File: config.mk
export PLATFORM = sky130hd
export DESIGN_NAME = jtframe_romrq_arb
export DESIGN_NICKNAME = d
export VERILOG_FILES = /design/src/rtl/jtframe_romrq_arb.sv
export SDC_FILE = /design/constraint.sdc
export NUM_CORES = 1
export LEC_CHECK = 0
export CORE_MARGIN = 10
export CORE_UTILIZATION = 47
export CTS_CLUSTER_DIAMETER = 50
export DETAILED_ROUTE_END_ITERATION = 10
export HOLD_SLACK_MARGIN = 0.12
export MAX_ROUTING_LAYER = met4
export PLACE_DENSITY = 0.95
export SYNTH_ARGS = -nofsm -noshare
export SYNTH_HDL_FRONTEND = slang
export SYNTH_SLANG_ARGS = --single-unit
File: constraint.sdc
create_clock -name clk -period 3.2 [get_ports clk]
set_input_delay 0.64 -clock clk [delete_from_list [all_inputs] [get_ports clk]]
set_output_delay 0.64 -clock clk [all_outputs]
set_load 0.02 [all_outputs]
File: src/rtl/jtframe_romrq_arb.sv
// Round-robin arbiter sharing one SDRAM read port among SLOTS romrq cache slots.
// One transaction at a time: grant, request/ack, data return with a one-hot fill strobe.
module jtframe_romrq_arb #(
    parameter int SLOTS = 4
) (
    input  logic                  clk,
    input  logic                  rst,
    input  logic [SLOTS-1:0]      slot_req,
    input  logic [22*SLOTS-1:0]   slot_addr,
    output logic [SLOTS-1:0]      slot_we,
    output logic [31:0]           dout,
    output logic                  dout_ok,
    output logic                  sdram_req,
    output logic [21:0]           sdram_addr,
    input  logic                  sdram_ack,
    input  logic                  data_rdy,
    input  logic [31:0]           data_read
);

    localparam int SEL_W = (SLOTS > 1) ? $clog2(SLOTS) : 1;

    typedef enum logic [1:0] {IDLE, WAIT_ACK, WAIT_DATA, DONE} state_t;

    state_t             state_q, state_d;
    logic [SEL_W-1:0]   sel_q, sel_d;
    logic [SEL_W-1:0]   last_q, last_d;
    logic               sdram_req_q, sdram_req_d;
    logic [21:0]        sdram_addr_q, sdram_addr_d;
    logic [31:0]        dout_q, dout_d;
    logic               dout_ok_q, dout_ok_d;
    logic [SLOTS-1:0]   slot_we_q, slot_we_d;

    logic [21:0]        addr_arr [SLOTS];
    logic               pick_found;
    logic [SEL_W-1:0]   pick_idx;
    logic               still_valid;

    always_comb begin
        for (int i = 0; i < SLOTS; i++) begin
            addr_arr[i] = slot_addr[22*i +: 22];
        end
    end

    // Scan from farthest to nearest so the first requester after last_q wins.
    always_comb begin
        int               idx;
        logic [SEL_W-1:0] idx_s;
        pick_found = 1'b0;
        pick_idx   = '0;
        idx        = 0;
        idx_s      = '0;
        for (int k = SLOTS; k >= 1; k--) begin
            idx   = (int'(last_q) + k) % SLOTS;
            idx_s = SEL_W'(idx);
            if (slot_req[idx_s]) begin
                pick_found = 1'b1;
                pick_idx   = idx_s;
            end
        end
    end

    // A word is only written into the cache if the slot still wants that same address.
    assign still_valid = slot_req[sel_q] && (addr_arr[sel_q] == sdram_addr_q);

    // NOTE: every always_comb output gets a default first, so no path can infer a latch.
    always_comb begin
        state_d      = state_q;
        sel_d        = sel_q;
        last_d       = last_q;
        sdram_req_d  = sdram_req_q;
        sdram_addr_d = sdram_addr_q;
        dout_d       = dout_q;
        dout_ok_d    = 1'b0;
        slot_we_d    = '0;

        case (state_q)
            IDLE: begin
                if (pick_found) begin
                    sel_d        = pick_idx;
                    last_d       = pick_idx;
                    sdram_addr_d = addr_arr[pick_idx];
                    sdram_req_d  = 1'b1;
                    state_d      = WAIT_ACK;
                end
            end
            WAIT_ACK: begin
                if (sdram_ack) begin
                    sdram_req_d = 1'b0;
                    if (data_rdy) begin
                        dout_d           = data_read;
                        dout_ok_d        = 1'b1;
                        slot_we_d[sel_q] = still_valid;
                        state_d          = DONE;
                    end else begin
                        state_d = WAIT_DATA;
                    end
                end
            end
            WAIT_DATA: begin
                if (data_rdy) begin
                    dout_d           = data_read;
                    dout_ok_d        = 1'b1;
                    slot_we_d[sel_q] = still_valid;
                    state_d          = DONE;
                end
            end
            DONE: begin
                // Idle gap so the served slot can drop its request before the next scan.
                state_d = IDLE;
            end
            default: state_d = IDLE;
        endcase
    end

    // NOTE: sequential state uses non-blocking assignments so all flops update together.
    always_ff @(posedge clk or posedge rst) begin
        if (rst) begin
            state_q      <= IDLE;
            sel_q        <= '0;
            last_q       <= SEL_W'(SLOTS - 1);
            sdram_req_q  <= 1'b0;
            sdram_addr_q <= '0;
            dout_q       <= '0;
            dout_ok_q    <= 1'b0;
            slot_we_q    <= '0;
        end else begin
            state_q      <= state_d;
            sel_q        <= sel_d;
            last_q       <= last_d;
            sdram_req_q  <= sdram_req_d;
            sdram_addr_q <= sdram_addr_d;
            dout_q       <= dout_d;
            dout_ok_q    <= dout_ok_d;
            slot_we_q    <= slot_we_d;
        end
    end

    assign sdram_req  = sdram_req_q;
    assign sdram_addr = sdram_addr_q;
    assign dout       = dout_q;
    assign dout_ok    = dout_ok_q;
    assign slot_we    = slot_we_q;

endmodule

Yosys cells after proc, flatten, opt, wreduce, memory -nomap -nowiden. Index checks and enable logic that the tools add are counted.

Add/subtract/negate cells: 4. $mul: 0. Div/mod/pow operators: 0. Order comparisons: 8. Equality and inequality tests: 7. Shift-type cells: 0. Multiplexer cells: 43. Bitwise gates (word level): 3. Reductions and logical operators: 9.

Operator list (number): binary-select mux 22 bit (select 2 bit) (2); 2-to-1 mux 22 bit (4); 2-to-1 mux 32 bit (2); one-hot mux 32 bit (2 select lines) (1); == test 22 bit (1); < comparator 2 x 3 -> 1 bit, second input constant (5); 2-to-1 mux 1 bit (15); 2-to-1 mux 2 bit (7); binary-select mux 1 bit (select 2 bit) (5); 2-to-1 mux 4 bit (2); one-hot mux 2 bit (4 select lines) (1); one-hot mux 4 bit (2 select lines) (1); greater-or-equal comparator 3 bit, second input constant (2); inequality test 2 bit, second input constant (3); inverter 2 -> 3 bit (2); AND reduction 3 bit (2); adder 2 x 1 -> 2 bit, second input constant (2); adder 2 bit, second input constant (2); AND 4 bit (1); == test 2 bit, second input constant (2); one-hot mux 1 bit (2 select lines) (2); AND reduction 2 bit (2); nonzero test 2 bit (2); demux 1 bit (select 2 bit) (1); other kinds (4) (5).

Register bits: 66. Bits in latches: 0. Bits in writable memories: 0. Memory bits (read-only): 0. Bits of input ports: 128. Output and inout port bits: 60. Word-level logic and storage cells: 82. Memories kept: 0.

Depth between registers and ports, before layout. Gate-level depths: netlist of run 1.

Depth in word-level cells: 11. Depth in mapped cells: 10. Depth with buffers taken out: 8.

Worst setup path before layout of run 1. OpenSTA, ideal clock, no wires.

Path kind: input to register. Start: input slot_req[3]. End: register sdram_addr_q[10], in the netlist sdram_addr[10]. Setup time: 125 ps. Data arrival time: 2139 ps. Data required time: 3075 ps. Path slack: 936 ps. Stages on the path: 6. Path buffers: 3. Path through: clkbuf_1 nor4_1 nor2b_1 clkbuf_1 clkbuf_1 mux2_2.

Longest elaborated chain between the ends: 10. Elaborated cells on any way between the ends: 21. Those cells by class: mux: 19; bitwise: 1; reduce/logical: 1.

RTL lines: start, declared (RTL line 8) `input logic [SLOTS-1:0] slot_req,`; binary-select mux 1 bit (select 2 bit) (RTL line 55) `if (slot_req[idx_s]) begin`; 2-to-1 mux 1 bit (implied by the code) (RTL line 55); 2-to-1 mux 2 bit (4 in series) (RTL line 55); inverter 2 -> 3 bit (implied by the code) (RTL line 81) `sdram_addr_d = addr_arr[pick_idx];`; binary-select mux 22 bit (select 2 bit) (RTL line 81); 2-to-1 mux 22 bit (implied by the code) (2 in series) (RTL line 81); end signal, assigned (RTL line 131) `sdram_addr_q <= sdram_addr_d;`; end, declared (RTL line 28) `logic [21:0] sdram_addr_q, sdram_addr_d;`.

Several ways; a longest one is shown, not always the timed one. The select of a mux whose other input is x is not followed. A chain may end at the register's enable or synchronous reset.

Worst setup path after layout of run 1.
Start: register sel_q[0]. End: register slot_we_q[1], in the netlist slot_we[1].

Longest elaborated chain between the ends: 10. Elaborated cells on any way between the ends: 17. Those cells by class: order compare: 2; eq/ne: 1; mux: 10; bitwise: 2; reduce/logical: 2.

RTL lines: start, declared (RTL line 25) `logic [SEL_W-1:0] sel_q, sel_d;`; start signal, assigned (RTL line 128) `sel_q <= sel_d;`; inverter 2 -> 3 bit (implied by the code) (RTL line 63) `assign still_valid = slot_req[sel_q] && (addr_arr[sel_q] == sdram_addr_q);`; binary-select mux 22 bit (select 2 bit) (RTL line 63); 2-to-1 mux 22 bit (implied by the code) (2 in series) (RTL line 63); == test 22 bit (RTL line 63); logical AND 1 bit (RTL line 63); AND 4 bit (no source line) *; 2-to-1 mux 4 bit * (RTL line 89, 100); 2-to-1 mux 4 bit (RTL line 87) `if (sdram_ack) begin`; one-hot mux 4 bit (2 select lines) * (RTL line 76) `case (state_q)`; named net slot_we_d[1] (RTL line 31) `logic [SLOTS-1:0] slot_we_q, slot_we_d;`; end signal, assigned (RTL line 134) `slot_we_q <= slot_we_d;`; end, declared (RTL line 31).

The timed path passes the listed nets; every way through them passes the cells marked *. The select of a mux whose other input is x is not followed.

==> results.sh, run 1 <==
export IMPL_status="finished clean"
export IMPL_die_w_microns=116.4
export IMPL_core_area_sq_um=9153
export IMPL_ios=188
export IMPL_p_per_area_nw_per_um2=934.4
export IMPL_postCtsResizedCells=0
export IMPL_grt_pass1_wl_mm=22.18
export IMPL_cp_arrival_ns=2.98
export IMPL_synth_edf_count=0
export IMPL_ys_seq_area_share_pct=37.85
export IMPL_ant_nets=0
export IMPL_routedWlPerCell_microns=21.96
export IMPL_power_frac_clock_pct=11.8
export IMPL_drt_initial_drc_count=155
export IMPL_post_cts_buffers=0
export IMPL_final_core_util_pct=71.83
export IMPL_fin_skew_ns=0.007660
export IMPL_postSynthCellCount=361
export IMPL_hold_buffers=0
export IMPL_route_vias_total=3795
export IMPL_antenna_found_initial=1
export IMPL_start_kind="register"
export IMPL_critPathMaxFanout=19
export IMPL_period_share_pct=84.41
export IMPL_wirelength_mm=14.54
export IMPL_grt_max_degree=47
export IMPL_yosys_warnings=0
export IMPL_p_sw_share_pct=41.09
export IMPL_maxCapViolCount=0
export IMPL_cts_sinks=66
export IMPL_cts_tree="built"
export IMPL_grt_use_total_pct=21.51
export IMPL_synthArstFlopShare_pct=100.0
export IMPL_finalMaxSlewViolations=0
export IMPL_final_common_cell="clkdlybuf4s50_1"
export IMPL_dp_hpwl_mm=11.40
export IMPL_htreeDepth=3
export IMPL_synth_area_sq_um=4370
export IMPL_place_gp_congestion=0.8305
export IMPL_cts_made_buffers=9
export IMPL_critPathKind="reg2reg"
export IMPL_clock_root_buffer="clkbuf_8"
export IMPL_routed_via_density=5.733
export IMPL_finalSetupViolations=0
export IMPL_end_kind="register"
export IMPL_clk_latency_ns=0.35
export IMPL_port_buffers=187
export IMPL_rows=35
export IMPL_syn_nets=493
export IMPL_dpl_cell_area_sq_um=6369
export IMPL_required_ns=3.48
export IMPL_clockBufferDepth=2
export IMPL_layout_common_cells="clkdlybuf4s50_1 (187), mux2i_1 (85), dfrtp_1 (63), mux2_2 (58)"
export IMPL_rsz0062_at_grt="no"
export IMPL_dieArea_sq_um=13560
export IMPL_nNetsFinal=677
export IMPL_die_h_microns=116.4
export IMPL_hp_class="reg2reg"
export IMPL_grt_pass1_vias=4179
export IMPL_leakage_uw=0.002820
export IMPL_drive_above_1_share_pct=17.45
export IMPL_synth_seq_cells=66
export IMPL_pwr_share_seq_pct=27.3
export IMPL_finalInstanceArea_sq_um=6574
export IMPL_syn_avg_cell_area_sq_um=12.11
export IMPL_start_util_pct=47.75
export IMPL_combPwrFrac_pct=60.9
export IMPL_synth_cell_types=51
export IMPL_drc_errors=0
export IMPL_final_setup_tns_ns=0
export IMPL_first_pass_iters=4
export IMPL_worstMarginPinSlew_ns=0.7576
export IMPL_gr_total_overflow=0
export IMPL_ir_worst_vdd_mv=0.4713
export IMPL_clkTransAtPathRegs_ns=0.08
export IMPL_fmax_ghz=0.3702
export IMPL_internal_power_uw=3619
export IMPL_switchingPower_uw=2524
export IMPL_yosys_most_used_dff="dfrtp_1"
export IMPL_slew_limit_headroom_pct=49.42
export IMPL_timing_final_crit_period_ns=2.701
export IMPL_area_delta_synth_final_pct=50.41
export IMPL_finalHoldViolations=0
critical path: stages (launching register included):
cell and delay [ns]:
dfrtp_2 0.73, mux4_1 0.65, xor2_1 0.17, nor4_2 0.34
nand4_1 0.19, nor4_1 0.39, nor2b_1 0.17
final cells by class:
class	count	area [sq um]
multi-input combinational	261	2560
tap	111	138.9
antenna	1	2.502
sequential	66	1655
inverter	12	45.04
timing repair buffer	195	1969
clock buffer	10	137.6
clock inverter	6	65.06
fill	619	2579
metal layers:
layer / vias up / routed length (microns) / track usage [%]
li1: 1723 / - / -
met1: 1872 / 5302 / 23.32
met2: 166 / 7734 / 36.84
met3: 34 / 1041 / 5.085
met4: 0 / 458 / 9.508
met5: - / 0 / -
power by group through the flow:
stage	logic, uW	clock network, uW	registers [uW]
after floorplan	2000	0	1980
after global placement	3630	0	1630
after detailed placement	3750	0	1680
final	3740	725	1680
after global routing	3970	776	1740
after CTS	3770	731	1670
cells in the mapped netlist, types with 6 or more instances:
library cell / number / area, sq um
xor2_1: 7 / 61.31
a21oi_1: 11 / 55.05
mux4_1: 7 / 183.9
xnor2_1: 8 / 70.07
o21ai_0: 6 / 30.03
nor2b_1: 6 / 37.54
inv_1: 12 / 45.04
nand2_1: 8 / 30.03
mux4_2: 6 / 135.1
buf_2: 9 / 45.04
mux2_2: 58 / 653.1
mux2i_1: 85 / 850.8
dfrtp_1: 64 / 1602
nor2_1: 11 / 41.29
final timing paths:
kind | cells past startpoint | slack [ns] | startpoint | endpoint
max reg2reg | 6 | 0.50 | sel_q[0]$_DFFE_PP0P_ | slot_we[1]$_DFF_PP0_
min | 1 | 0.51 | dout[14]$_DFFE_PP0P_ | dout[14]$_DFFE_PP0P_
max | 6 | 0.50 | sel_q[0]$_DFFE_PP0P_ | slot_we[1]$_DFF_PP0_
min in group asynchronous | 2 | 0.74 | rst | dout[24]$_DFFE_PP0P_
max in group asynchronous | 3 | 1.75 | rst | last_q[0]$_DFFE_PP1P_
min reg2reg | 1 | 0.51 | dout[14]$_DFFE_PP0P_ | dout[14]$_DFFE_PP0P_
metrics by stage:
stage / hold WS, ns / total power, uW / cells / setup slack, ns
after floorplan: 0.4858 / 3979 / 361 / 0.9085
after global placement: 0.4867 / 5265 / 645 / 0.3699
after detailed placement: 0.4922 / 5426 / 645 / 0.3497
after CTS: 0.5104 / 6169 / 661 / 0.5077
after global routing: 0.5294 / 6484 / 662 / 0.3529
final: 0.5093 / 6142 / 662 / 0.4988
flip-flops by register name, summed over array words and instances (netlist names):
| register | flops |
|---|---|
| last_q | 2 |
| sdram_addr | 22 |
| slot_we | 4 |
| dout | 32 |
| sel_q | 2 |
| state_q | 2 |
| dout_ok | 1 |
| sdram_req | 1 |
cell families after synthesis:
logic type               count (synthesis)  share of synthesized area, %
multiplexers                           156                         41.71
flip-flops                              66                         37.85
AND/OR/NAND/NOR                         44                         5.468
AO/OA/AOI/OAI                           42                         6.757
buffers and inverters                   34                         4.065
XOR/XNOR                                15                         3.006
adder cells (fa/ha/maj)                  4                         1.145
(Power assumes the default switching activity.)
==> inputs of run 2 (changes only) <==
--- a/config.mk
+++ b/config.mk
@@ -6,12 +6,12 @@
 export NUM_CORES = 1
 export LEC_CHECK = 0
 export CORE_MARGIN = 10
-export CORE_UTILIZATION = 47
+export CORE_UTILIZATION = 43
 export CTS_CLUSTER_DIAMETER = 50
 export DETAILED_ROUTE_END_ITERATION = 10
 export HOLD_SLACK_MARGIN = 0.12
 export MAX_ROUTING_LAYER = met4
-export PLACE_DENSITY = 0.95
+export PLACE_DENSITY = 0.88
 export SYNTH_ARGS = -nofsm -noshare
 export SYNTH_HDL_FRONTEND = slang
 export SYNTH_SLANG_ARGS = --single-unit
==> constraint.sdc (replaced) <==
create_clock -name clk -period 2.5 [get_ports clk]
set_input_delay 0.5 -clock clk [delete_from_list [all_inputs] [get_ports clk]]
set_output_delay 0.5 -clock clk [all_outputs]
set_load 0.02 [all_outputs]
==> run 2 against run 1 <==
  * Power rose by 32%
  * Largest cell class unchanged
  * Sequential power rose by 23%
  * Utilization fell by 2.8 points
  * Critical path type is now in2reg
==> results.sh, run 2 (synthesis gave the netlist of run 1 again) <==
export IMPL_gr_total_overflow=0
export IMPL_critical_path_cell_count=7
export IMPL_slowest_delay_ns=0.48
export IMPL_wirelength_mm=13.99
export IMPL_routedWlPerCell_microns=20.16
export IMPL_hp_class="in2async"
export IMPL_drt_initial_drc_count=148
export IMPL_grt_pass1_vias=4211
export IMPL_grt_max_degree=37
export IMPL_cpMostUsedCell="nor4_2"
export IMPL_core_area_sq_um=9819
export IMPL_slowest_stage="mux4_2"
export IMPL_die_h_microns=120.8
export IMPL_reg2reg_slack_ns=0.12
export IMPL_p_per_area_nw_per_um2=1196
export IMPL_hold_buffers=0
export IMPL_clkTransAtPathRegs_ns=0.08
export IMPL_antenna_found_initial=0
export IMPL_r2r_start="sel_q[0]$_DFFE_PP0P_"
export IMPL_crit_chain="clkdlybuf4s50_1 -> mux4_2 -> xor2_1 -> nor4_2 -> nand4_1 -> nor4_2 -> and2_1"
export IMPL_cts_made_buffers=9
export IMPL_grt_pass1_wl_mm=22.10
export IMPL_end_kind="register"
export IMPL_start_kind="input pin"
export IMPL_final_core_util_pct=69.06
export IMPL_routed_via_density=5.356
export IMPL_drc_errors=0
export IMPL_worstMarginPinSlew_ns=0.5670
export IMPL_clk_latency_ns=0.34
export IMPL_maxCapViolCount=0
export IMPL_ios=188
export IMPL_ir_worst_vdd_mv=0.6138
export IMPL_fin_skew_ns=0.006963
export IMPL_dp_hpwl_mm=11.37
export IMPL_cp_arrival_ns=2.68
export IMPL_drive_above_1_share_pct=19.43
export IMPL_clockBufferDepth=2
export IMPL_p_total_uw=8110
export IMPL_reg2reg_to="slot_we[2]$_DFF_PP0_"
export IMPL_leakage_uw=0.002906
export IMPL_critPathMaxFanout=2
export IMPL_largest_reg_flops=32
export IMPL_dieArea_sq_um=14600
export IMPL_finalSetupViolations=0
export IMPL_cts_sinks=66
export IMPL_cts_tree="built"
export IMPL_status="finished clean"
export IMPL_slew_limit_headroom_pct=62.20
export IMPL_cp_endpoint="slot_we[2]$_DFF_PP0_"
export IMPL_required_ns=2.78
export IMPL_start_util_pct=44.51
export IMPL_layout_common_cells="clkdlybuf4s50_1 (187), mux2i_1 (85), dfrtp_1 (63), mux2_2 (58)"
export IMPL_rows=36
export IMPL_finalMaxSlewViolations=0
export IMPL_clock_root_buffer="clkbuf_8"
export IMPL_timing_final_crit_period_ns=2.403
export IMPL_ant_nets=0
export IMPL_die_w_microns=120.8
export IMPL_period_share_pct=96.13
export IMPL_final_common_cell="clkdlybuf4s50_1"
export IMPL_finalHoldViolations=0
export IMPL_grt_use_total_pct=19.41
export IMPL_antennaDiodeCount=0
export IMPL_cp_top_family="simple AND/OR/NAND/NOR gates"
export IMPL_instances_no_fill=694
export IMPL_fmax_ghz=0.4161
export IMPL_crit_path_start="slot_addr[83]"
export IMPL_port_buffers=187
export IMPL_r2r_cells=7
export IMPL_htreeDepth=3
export IMPL_first_pass_iters=4
export IMPL_route_vias_total=3717
export IMPL_area_delta_synth_final_pct=55.17
export IMPL_critPathKind="in2reg"
export IMPL_place_inst=676
export IMPL_crit_buf_inv=1
export IMPL_nNetsFinal=688
export IMPL_place_gp_congestion=0.9076
-- run 2: cell count changes in the layout (fill, tap and decap cells not counted), sizes merged --
cell	previous run	this run
bufinv	1	2
diode	1	0
buf	8	19
inv	13	12
-- run 2: worst min path at each step --
stage,from,endpoint
after global placement,dout[1]$_DFFE_PP0P_,dout[1]$_DFFE_PP0P_
after floorplan,last_q[0]$_DFFE_PP1P_,last_q[0]$_DFFE_PP1P_
after CTS,rst,sdram_addr[5]$_DFFE_PP0P_
after global routing,rst,sdram_addr[5]$_DFFE_PP0P_
after detailed placement,dout[30]$_DFFE_PP0P_,dout[30]$_DFFE_PP0P_
final,rst,sdram_addr[5]$_DFFE_PP0P_
-- run 2: area by class of cell --
class,instances,area [sq um]
Tap cell,133,166.4
Multi-Input combinational cell,261,2572
Timing Repair Buffer,206,2115
Sequential cell,66,1655
Fill cell,777,3038
Inverter,12,45.04
Clock inverter,6,90.09
Clock buffer,10,137.6
-- run 2: timing repair --
| action | in CTS | in global routing |
|---|---|---|
| pin swaps | 0 | 2 |
| resized for setup | 0 | 2 |
| setup endpoints to repair | 2 | 3 |
| setup buffers | 2 | 0 |
-- run 2: routing by layer --
metal / part of all wire, % / GRT usage [%] / vias up
met3: 4.7 / 4.235 / 24
met2: 56 / 36.05 / 124
met1: 38 / 20.19 / 1825
li1: - / - / 1744
met5: 0 / - / -
met4: 1.7 / 5.204 / 0
-- run 2: report_power, final --
group	leakage (uW)	internal (uW)	total, uW	switching [uW]
clock network	0.000112	590	1020	426
registers	0.000783	1610	2060	447
logic	0.00201	2700	5040	2340
total	0.00291	4900	8110	3210
-- run 2: stage by stage --
| stage | hold WS (ns) | TNS [ns] | setup WS, ns | cell area (sq um) |
|---|---|---|---|---|
| 2_1_floorplan | 0.4858 | 0 | 0.3485 | 4370 |
| 3_3_place_gp | 0.4868 | -0.6008 | -0.1557 | 6514 |
| 3_5_place_dp | 0.4920 | -0.8068 | -0.2076 | 6514 |
| 4_1_cts | 0.4648 | 0 | 0.1206 | 6769 |
| 5_1_grt | 0.4776 | -0.0003484 | -0.0003484 | 6782 |
| 6_report | 0.4639 | 0 | 0.09682 | 6782 |
==> inputs of run 3 (changes only) <==
--- a/config.mk
+++ b/config.mk
@@ -5,13 +5,14 @@
 export SDC_FILE = /design/constraint.sdc
 export NUM_CORES = 1
 export LEC_CHECK = 0
+export ABC_AREA = 1
 export CORE_MARGIN = 10
-export CORE_UTILIZATION = 43
+export CORE_UTILIZATION = 49
 export CTS_CLUSTER_DIAMETER = 50
 export DETAILED_ROUTE_END_ITERATION = 10
 export HOLD_SLACK_MARGIN = 0.12
 export MAX_ROUTING_LAYER = met4
-export PLACE_DENSITY = 0.88
+export PLACE_DENSITY = 0.95
 export SYNTH_ARGS = -nofsm -noshare
 export SYNTH_HDL_FRONTEND = slang
 export SYNTH_SLANG_ARGS = --single-unit
==> constraint.sdc (replaced) <==
create_clock -name clk -period 3 [get_ports clk]
set_input_delay 0.6 -clock clk [delete_from_list [all_inputs] [get_ports clk]]
set_output_delay 0.6 -clock clk [all_outputs]
set_load 0.02 [all_outputs]
==> run 3 against run 2 <==
  * Via count rose by 51%
  * Routed wire length grew 30%
  * Clock power fell by 20%
  * Combinational power grew 13%
  * Design area grew 4.8%
  * Critical path depth is 6 higher
  * Clock-buffer cell count shrank 1
  * Power grew 1.7%
  * Die area down 0.72%
  * First-iteration DRC count grew to 4.4 times the previous value
  * Critical path type unchanged
==> results.sh, run 3 <==
export IMPL_yosys_warnings=0
export IMPL_ios=188
export IMPL_worstMarginPinSlew_ns=0.5734
export IMPL_synth_top_area_share_pct=32.44
export IMPL_syn_avg_cell_area_sq_um=6.488
export IMPL_wirelength_mm=18.20
export IMPL_clk_latency_ns=0.37
export IMPL_ir_worst_vdd_mv=0.7795
export IMPL_final_common_cell="nand2_1"
export IMPL_drc_errors=0
export IMPL_syn_nets=893
export IMPL_layout_common_cells="nand2_1 (256), clkdlybuf4s50_1 (187), inv_1 (119), nand3_1 (115), dfrtp_1 (64)"
export IMPL_start_kind="input pin"
export IMPL_yosys_most_used_dff="dfrtp_1"
export IMPL_largest_reg_flops=32
export IMPL_critPathKind="in2reg"
export IMPL_clkTransAtPathRegs_ns=0.10
export IMPL_synth_edf_count=0
export IMPL_p_per_area_nw_per_um2=1161
export IMPL_cts_sinks=66
export IMPL_multi_input_area_sq_um=2618
export IMPL_place_inst=1062
export IMPL_postCtsResizedCells=0
export IMPL_period_share_pct=81.08
export IMPL_yosys_area_top_type="dfrtp_1"
export IMPL_route_vias_total=5599
export IMPL_p_total_uw=8251
export IMPL_grt_pass1_wl_mm=28.87
export IMPL_ant_nets=0
export IMPL_r2r_cells=12
export IMPL_finalMaxSlewViolations=0
export IMPL_reg2reg_to="slot_we[0]$_DFF_PP0_"
export IMPL_regArea_sq_um=1654
export IMPL_critPathMaxFanout=45
export IMPL_synth_area_leaders="dfrtp_1 (32%), nand2_1 (19%), nand3_1 (12%), inv_1 (9.1%), mux2_2 (7.3%)"
export IMPL_post_cts_buffers=0
export IMPL_rows=36
export IMPL_nNetsFinal=1072
export IMPL_fill_cells=779
export IMPL_hold_buffers=0
export IMPL_rsz0062_at_grt="no"
export IMPL_finalHoldViolations=0
export IMPL_ys_seq_area_share_pct=33.50
export IMPL_grt_max_degree=67
export IMPL_grt_pass1_vias=5595
export IMPL_clock_root_buffer="clkbuf_8"
export IMPL_finalSetupViolations=0
export IMPL_hold_end="dout[0]$_DFFE_PP0P_"
export IMPL_cp_arrival_ns=2.70
export IMPL_holdPathStages=1
export IMPL_drive_above_1_share_pct=8.889
export IMPL_place_gp_congestion=0.9030
export IMPL_timing_final_crit_period_ns=2.433
export IMPL_htreeDepth=3
export IMPL_cts_made_buffers=9
export IMPL_synth_cell_types=32
export IMPL_leakage_uw=0.003688
export IMPL_synth_seq_cells=66
export IMPL_hp_class="reg2reg"
export IMPL_drt_initial_drc_count=658
export IMPL_maxCapViolCount=0
export IMPL_synth_area_sq_um=4937
export IMPL_hold_start="dout[0]$_DFFE_PP0P_"
export IMPL_port_buffers=187
export IMPL_core_area_sq_um=9774
export IMPL_final_setup_tns_ns=0
export IMPL_fin_skew_ns=0.01472
export IMPL_r2r_start="sel_q[1]$_DFFE_PP0P_"
export IMPL_routed_via_density=5.189
export IMPL_reg2reg_slack_ns=0.63
export IMPL_start_util_pct=50.51
export IMPL_synthArstFlopShare_pct=100.0
export IMPL_die_w_microns=120.4
export IMPL_routedWlPerCell_microns=16.87
export IMPL_cts_tree="built"
export IMPL_instances_no_fill=1079
export IMPL_fmax_ghz=0.4111
export IMPL_end_kind="register"
export IMPL_required_ns=3.26
export IMPL_post_synth_top_count_cell="nand2_1"
export IMPL_slew_limit_headroom_pct=61.77
export IMPL_postSynthCellCount=761
export IMPL_dieArea_sq_um=14490
export IMPL_status="finished clean"
export IMPL_grt_use_total_pct=25.49
export IMPL_first_pass_iters=5
export IMPL_clockBufferDepth=2
export IMPL_gr_total_overflow=0
export IMPL_antenna_found_initial=1
export IMPL_dp_hpwl_mm=13.50
export IMPL_synth_commonest_cells="nand2_1 (256), inv_1 (120), nand3_1 (115)"
export IMPL_die_h_microns=120.4
export IMPL_area_delta_synth_final_pct=43.92
run 3: layout make-up:
type	instances	share of cell area (%)
flip-flops and latches	66	23.28
diodes	1	0.03522
multi-input cells	537	36.84
well taps	133	2.342
clock inverters	7	1.145
repair buffers	200	27.89
inverters	126	6.727
clock buffers	9	1.743
run 3: routing by layer:
layer  vias to the layer above  track usage (%)  wire length [microns]
li1                       2732                -                      -
met1                      2483            29.52                   7116
met2                       361            40.87                   8380
met3                        23            9.586                   2478
met4                         0            6.561                    228
met5                         -                -                      0
run 3: per-stage QoR:
step / hold WS, ns / area [sq um] / worst slack, ns / utilization (%)
CTS: 0.5136 / 7103 / 0.5782 / 72.67
floorplan: 0.5555 / 4937 / 0.7485 / -
global route: 0.5307 / 7106 / 0.3444 / 72.70
finish: 0.5086 / 7106 / 0.5675 / 72.70
global placement: 0.4858 / 6898 / 0.2941 / 70.57
detailed placement: 0.4928 / 6898 / 0.2008 / 70.57
run 3: worst max path at each step:
stage,from,to,slack (ns),cells past startpoint
final,slot_req[2],sdram_addr[14]$_DFFE_PP0P_,0.57,13
after global routing,sel_q[1]$_DFFE_PP0P_,slot_we[3]$_DFF_PP0_,0.34,12
after CTS,slot_req[2],sdram_addr[11]$_DFFE_PP0P_,0.58,13
after detailed placement,slot_req[2],sdram_addr[10]$_DFFE_PP0P_,0.20,13
after global placement,slot_req[3],sdram_addr[20]$_DFFE_PP0P_,0.29,13
after floorplan,rst,dout[0]$_DFFE_PP0P_,0.75,1
run 3: critical path, cell delays in order:
cell             delay [ns]
clkdlybuf4s50_1        0.50
inv_1                  0.05
nand2_1                0.07
nand2_1                0.06
and2_1                 0.18
nor2_2                 0.13
nand3_4                0.23
nand2_4                0.46
nand2_1                0.10
nand3_1                0.09
nand2_1                0.06
nand2_1                0.07
nand2_1                0.06
run 3: power breakdown:
group / internal [uW] / total, uW / switching [uW]
clock network: 397 / 819 / 422
logic: 2250 / 5680 / 3430
registers: 1340 / 1750 / 410
run 3: kinds of logic (layout without fill, tap and decap cells):
kind of cell               Yosys count  in the layout  synth area share, %
adders and majority gates            4              4                1.014
other                                0              1                    0
and+or+nand+nor                    438            438                37.68
muxes                               32             32                7.299
DFF                                 66             66                33.50
buffers and inverters              158            342                13.53
AOI/OAI and AO/OA                   63             63                6.969
